--- config.mk ---
export PLATFORM = sky130hd
export DESIGN_NAME = shift_exec_stage
export DESIGN_NICKNAME = d
export VERILOG_FILES = /design/src/rtl/shift_exec_pkg.sv /design/src/rtl/shift_exec_shifter.sv /design/src/rtl/shift_exec_stage.sv
export SDC_FILE = /design/constraint.sdc
export NUM_CORES = 1
export LEC_CHECK = 0
export ABC_AREA = 1
export BUFFER_PORTS_ARGS = -buffer_cell sky130_fd_sc_hd__buf_2
export CAP_MARGIN = 20
export CELL_PAD_IN_SITES_DETAIL_PLACEMENT = 0
export CELL_PAD_IN_SITES_GLOBAL_PLACEMENT = 1
export CORE_ASPECT_RATIO = 0.7
export CORE_MARGIN = 2
export CORE_UTILIZATION = 40
export DETAILED_ROUTE_END_ITERATION = 7
export PLACE_DENSITY = 0.92
export RECOVER_POWER = 50
export SLEW_MARGIN = 20
export SYNTH_ARGS = -nofsm -noshare
export SYNTH_HDL_FRONTEND = slang
export SYNTH_HIERARCHICAL = 1
export SYNTH_SLANG_ARGS = --single-unit
--- constraint.sdc ---
create_clock -name clk -period 2.8 [get_ports clk]
set_input_delay 0 -clock clk [delete_from_list [all_inputs] [get_ports clk]]
set_output_delay 0 -clock clk [all_outputs]
set_load 0.01 [all_outputs]
--- src/rtl/shift_exec_pkg.sv ---
// Shared definitions for the shift execute stage and the decode logic that
// feeds it: default datapath width, shift opcode constants and a small
// opcode decoder that turns an opcode into shifter controls.
package shift_exec_pkg;

    localparam int DATA_W = 32;

    // Shift opcodes; 6 and 7 are undefined.
    localparam logic [2:0] OP_SLL  = 3'd0;
    localparam logic [2:0] OP_SRL  = 3'd1;
    localparam logic [2:0] OP_SRA  = 3'd2;
    localparam logic [2:0] OP_SLLV = 3'd3;
    localparam logic [2:0] OP_SRLV = 3'd4;
    localparam logic [2:0] OP_SRAV = 3'd5;

    typedef enum logic {
        DIR_LEFT  = 1'b0,
        DIR_RIGHT = 1'b1
    } dir_e;

    typedef struct packed {
        logic legal;    // opcode is defined
        logic var_amt;  // amount comes from rs_data instead of shamt_imm
        dir_e dir;
        logic arith;    // right shift replicates the sign bit
    } op_dec_t;

    function automatic op_dec_t decode_op(input logic [2:0] op);
        op_dec_t d;
        d.legal   = 1'b1;
        d.var_amt = 1'b0;
        d.dir     = DIR_LEFT;
        d.arith   = 1'b0;
        case (op)
            OP_SLL:  ;
            OP_SRL:  d.dir = DIR_RIGHT;
            OP_SRA:  begin d.dir = DIR_RIGHT; d.arith = 1'b1; end
            OP_SLLV: d.var_amt = 1'b1;
            OP_SRLV: begin d.var_amt = 1'b1; d.dir = DIR_RIGHT; end
            OP_SRAV: begin d.var_amt = 1'b1; d.dir = DIR_RIGHT; d.arith = 1'b1; end
            default: d.legal = 1'b0;
        endcase
        return d;
    endfunction

endpackage

--- src/rtl/shift_exec_shifter.sv ---
// Combinational barrel shifter.
// Ports:
//   in             value to shift
//   shamt          shift amount, log2(DATA_W) bits (no saturation here)
//   dir            0 = left, 1 = right
//   arith_or_logic 1 = arithmetic right shift, 0 = logical
//   out            shifted value
module shift_exec_shifter #(
    parameter int DATA_W = 32
) (
    input  logic [DATA_W-1:0]         in,
    input  logic [$clog2(DATA_W)-1:0] shamt,
    input  logic                      dir,
    input  logic                      arith_or_logic,
    output logic [DATA_W-1:0]         out
);

    always_comb begin
        out = '0;
        if (!dir) begin
            out = in << shamt;
        end else if (arith_or_logic) begin
            out = DATA_W'($signed(in) >>> shamt);
        end else begin
            out = in >> shamt;
        end
    end

endmodule

--- src/rtl/shift_exec_stage.sv ---
// Two-register shift execute stage.
// Stage A holds the accepted op and operands; the shifter sits between A and
// B; stage B holds the result presented downstream.
// Ports:
//   clk, rst                    clock, synchronous active-high reset
//   in_valid/in_ready           upstream handshake
//   op, rt_data, rs_data,
//   shamt_imm, rd_in            opcode, operands, destination tag
//   out_valid/out_ready         downstream handshake
//   out_data, out_rd            result and tag
//   out_zero, out_illegal       result-is-zero, opcode-was-undefined flags
//
// Handshake: a transfer happens on a rising edge where valid and ready are
// both 1. A producer holding valid keeps its payload stable until the
// transfer; ready may depend combinationally on the consumer's ready.
module shift_exec_stage #(
    parameter int DATA_W = shift_exec_pkg::DATA_W
) (
    input  logic              clk,
    input  logic              rst,
    input  logic              in_valid,
    output logic              in_ready,
    input  logic [2:0]        op,
    input  logic [DATA_W-1:0] rt_data,
    input  logic [DATA_W-1:0] rs_data,
    input  logic [4:0]        shamt_imm,
    input  logic [4:0]        rd_in,
    output logic              out_valid,
    input  logic              out_ready,
    output logic [DATA_W-1:0] out_data,
    output logic [4:0]        out_rd,
    output logic              out_zero,
    output logic              out_illegal
);

    import shift_exec_pkg::*;

    localparam int SHAMT_W = $clog2(DATA_W);

    // Stage A
    logic              a_valid;
    logic [2:0]        a_op;
    logic [DATA_W-1:0] a_rt;
    logic [DATA_W-1:0] a_rs;
    logic [4:0]        a_shamt_imm;
    logic [4:0]        a_rd;

    // Stage B
    logic              b_valid;
    logic [DATA_W-1:0] b_data;
    logic [4:0]        b_rd;
    logic              b_illegal;

    logic              a_advance;
    op_dec_t           dec;
    logic [DATA_W-1:0] amount;
    logic              saturate;
    logic [DATA_W-1:0] sh_out;
    logic [DATA_W-1:0] result;

    // A moves into B when B is empty or is being drained this cycle.
    assign a_advance = a_valid && (!b_valid || out_ready);
    assign in_ready  = !rst && (!a_valid || a_advance);

    assign dec = decode_op(a_op);

    // The full variable amount is kept so that, e.g., rs=33 saturates instead
    // of wrapping to a shift by 1.
    always_comb begin
        amount   = dec.var_amt ? a_rs : DATA_W'(a_shamt_imm);
        saturate = (amount >= DATA_W'(DATA_W));
        result   = '0;
        if (dec.legal) begin
            if (!saturate) begin
                result = sh_out;
            end else if (dec.arith) begin
                result = {DATA_W{a_rt[DATA_W-1]}};
            end
        end
    end

    shift_exec_shifter #(
        .DATA_W(DATA_W)
    ) u_shifter (
        .in             (a_rt),
        .shamt          (amount[SHAMT_W-1:0]),
        .dir            (dec.dir),
        .arith_or_logic (dec.arith),
        .out            (sh_out)
    );

    always_ff @(posedge clk) begin
        if (rst) begin
            a_valid     <= 1'b0;
            a_op        <= '0;
            a_rt        <= '0;
            a_rs        <= '0;
            a_shamt_imm <= '0;
            a_rd        <= '0;
        end else if (in_valid && in_ready) begin
            a_valid     <= 1'b1;
            a_op        <= op;
            a_rt        <= rt_data;
            a_rs        <= rs_data;
            a_shamt_imm <= shamt_imm;
            a_rd        <= rd_in;
        end else if (a_advance) begin
            a_valid <= 1'b0;
        end
    end

    always_ff @(posedge clk) begin
        if (rst) begin
            b_valid   <= 1'b0;
            b_data    <= '0;
            b_rd      <= '0;
            b_illegal <= 1'b0;
        end else if (a_advance) begin
            b_valid   <= 1'b1;
            b_data    <= result;
            b_rd      <= a_rd;
            b_illegal <= !dec.legal;
        end else if (out_ready) begin
            b_valid <= 1'b0;
        end
    end

    assign out_valid   = b_valid;
    assign out_data    = b_data;
    assign out_rd      = b_rd;
    assign out_illegal = b_illegal;
    // Derived from the registered result; gated so it reads 0 when empty.
    assign out_zero    = b_valid && (b_data == '0);

endmodule

==> summary.txt <==
Outcome
  • Status: completed

Global route
  • GRT Residual Overflow: 0
  • Pin count of the biggest net entering global routing: 77
  • First-pass GRT wire length: 51.3 mm
  • Initial antenna violation count: 0
  • Vias in the first global route: 9,825
  • Total GRT Usage: 0.292

Yosys
  • Yosys Warn Count: 6
  • Cell taking the most area after synthesis: dfxtp_1
  • Ys async rst share: 0
  • Syn Area/Cell: 5.84 um^2
  • Sequential share of the synthesized area: 0.280
  • Post-synth EDFFs: 0
  • Net Count, Synth: 1,514
  • Predominant post-synthesis flop cell: dfxtp_1
  • Mapped Cells: 1,433
  • Top-area cell type share of the netlist area: 0.280
  • Post-Syn Area: 0.00837 mm^2
  • Post-synth cell types: 39
  • Area contributors post-synth: dfxtp_1 (28%), nand2_1 (22%), nand3_1 (15%)
  • Seq cells post-synth: 117

Routing
  • Via density: 5.58
  • Vias: 10.8k
  • DRT Pass-1 Iters: 6
  • Residual DRC: 0
  • Final wirelength: 33.9 mm
  • Antenna viol nets, final: 0
  • 1st-iter DRT viols: 1,350
  • Wire per inst: 17.5 um

Timing
  • Worst Tran Pin Value: 838 ps
  • Max Fclk: 370 MHz
  • Tcrit/Tclk final: 0.965
  • Fin. max-slew vios: 0
  • Count of final setup violators: 0
  • Final min period: 2700 ps
  • Slew HR: 0.441
  • Final Hold Vio Count: 0
  • Skew final: 18.2 ps
  • Final Hold Slack: 11.7 ps
  • Total negative slack: 0 ps
  • Setup WS post-layout: 98.0 ps
  • RSZ-0062 raised after global routing: true

Clock tree
  • TritonCTS clock tree: built
  • H-tree lvl count: 4
  • Clk Latency, worst-skew pair: 440 ps
  • CTS Buffer Depth: 2
  • Total CTS buffers: 17
  • Reg clk slew, reported paths: 60 ps
  • Sink Count: 117
  • CTS root buffer: clkbuf_16

Place
  • Port buffer count: 121
  • GPL Wtd Cong: 0.991
  • Place WS: 6.38 ps
  • Final HPWL from detailed placement: 22.4 mm

Worst setup path
  • Worst Reg2Reg Path Length in Cells: 19
  • Worst path top cell family by delay: simple AND/OR/NAND/NOR gates
  • Levels on crit path: 19
  • Critical Setup Path Class: reg -> reg
  • Buffers & Inverters on Critical Path: 6
  • Worst path cell trace: inv_1 > nand2_1 > nand3_2 > buf_6 > buf_6 > nand2_2 > o21ai_4 > clkinv_4 > buf_4 > nand3_1 > nand2_1 > a21oi_1 > nor2_1 > o21ai_1 > nand3_1 > inv_1 > nand2_1 > nand3_1 > a21oi_1
  • Worst Path Required: 3080 ps
  • Flop2flop setup slack: 100 ps
  • CP Max Fanout: 8
  • Startpoint Class: register
  • Slowest cell on crit path: dfxtp_2
  • Slowest stage delay, CP: 330 ps
  • Crit end category: register
  • Arrival time at the worst endpoint: 2980 ps

Final layout
  • Area delta synth->final: 39.2%
  • Commonest non-fill, non-tap cell in the layout: nand2_1
  • Most frequent cells in the layout: nand2_1 (469), nand3_1 (224), dfxtp_1 (114), a21oi_1 (109), dlygate4sd3_1 (88)
  • Layout cells sized above 1: 0.184
  • Util after Layout: 0.564
  • N_diodes: 0
  • Final #Nets: 1,728

Hold path
  • HP Class: in -> reg
  • Hold-critical path depth: 2

Die
  • Total die area: 0.0221 mm^2
  • IO Count: 122
  • Num rows: 44
  • DIE WIDTH: 177 um
  • Core region area: 0.0206 mm^2
  • Die height: 125 um
  • Initial Util: 0.405

Pwr
  • Leakage: 0.00524 uW
  • Pwr dens: 553 mW/mm^2
  • Peak supply drop: 398 uV

Run
  • Max Cap Violations: 0
[registers in the layout, indices dropped and copies added (netlist names)]
| register | flops |
|---|---|
| out_rd | 5 |
| a_valid | 1 |
| a_shamt_imm | 5 |
| a_rd | 5 |
| out_valid | 1 |
| a_op | 3 |
| a_rs | 32 |
| out_illegal | 1 |
| a_rt | 32 |
| out_data | 32 |
[worst paths after layout]
path / start / end
min reg2reg: a_rd[4] / out_rd[4]
max reg2reg: a_op[1] / out_data[30]
min: rst / a_rs[26]
max: a_op[1] / out_data[30]
[cells in the mapped netlist (3+ instances only)]
master / n
nand2_1: 493
nand3_1: 244
dfxtp_1: 117
a21oi_1: 116
inv_1: 83
o21ai_0: 83
nor2_1: 55
clkbuf_1: 43
buf_2: 40
o21ai_1: 36
o211ai_1: 18
o31ai_1: 17
and2_1: 13
buf_1: 10
buf_6: 7
inv_2: 5
mux2i_1: 5
nand4_1: 5
a211oi_1: 4
buf_4: 4
nand3b_1: 4
nor3_1: 4
o2111ai_1: 4
nand2_2: 3
[per-layer routing]
layer | vias to the layer above | wire length [um] | GRT usage
li1 | 5200 | - | -
met1 | 5009 | 15400 | 0.414
met5 | - | 0 | 0
met4 | 0 | 759 | 0.0836
met2 | 525 | 14800 | 0.451
met3 | 63 | 2950 | 0.0535
[power breakdown]
part           leakage, uW  total, uW  internal [uW]  switching [uW]
registers         0.000957       1830           1760            69.3
clock network     0.000329       2580           1670             916
logic              0.00396       2020            763            1260
[timing repair]
item                                   4_1_cts  5_1_grt
cloned                                       0        6
endpoints found under the hold margin       78        0
hold buffers                                88        0
gates resized for setup                      2      113
setup endpoints to repair                    3       32
pin swaps                                    0       28
setup buffers                                0        8
[worst register-to-register path: stages (launching register included)]
cell      delay, ps
dfxtp_2         330
inv_1            70
nand2_1          70
nand3_2          70
buf_6           140
buf_6           130
nand2_2          60
o21ai_4         120
clkinv_4        170
buf_4           190
nand3_1         150
nand2_1         160
a21oi_1         210
nor2_1           70
o21ai_1         240
nand3_1         110
inv_1            70
nand2_1          50
nand3_1          80
a21oi_1          70
[cell families after synthesis]
logic type | after synthesis | synth area share
and+or+nand+nor | 829 | 0.422
AOI/OAI and AO/OA | 286 | 0.188
buffers and inverters | 196 | 0.105
DFF | 117 | 0.280
muxes | 5 | 0.00598
[final cells by class]
type / instances / area, um^2
fill: 2013 / 9000
multi-input combinational: 1120 / 5510
clock inverter: 12 / 210
sequential: 117 / 2350
clock buffer: 20 / 467
timing repair buffer: 301 / 2400
inverter: 90 / 358
tap: 276 / 345
[stage by stage]
step | instance area, um^2 | power, uW | instances
6_report | 11600 | 6440 | 1936
5_1_grt | 11600 | 6710 | 1936
4_1_cts | 11100 | 6220 | 1922
3_5_place_dp | 9510 | 3560 | 1802
3_3_place_gp | 9510 | 3560 | 1802
2_1_floorplan | 8370 | 2960 | 1433
(Power assumes the default switching activity.)
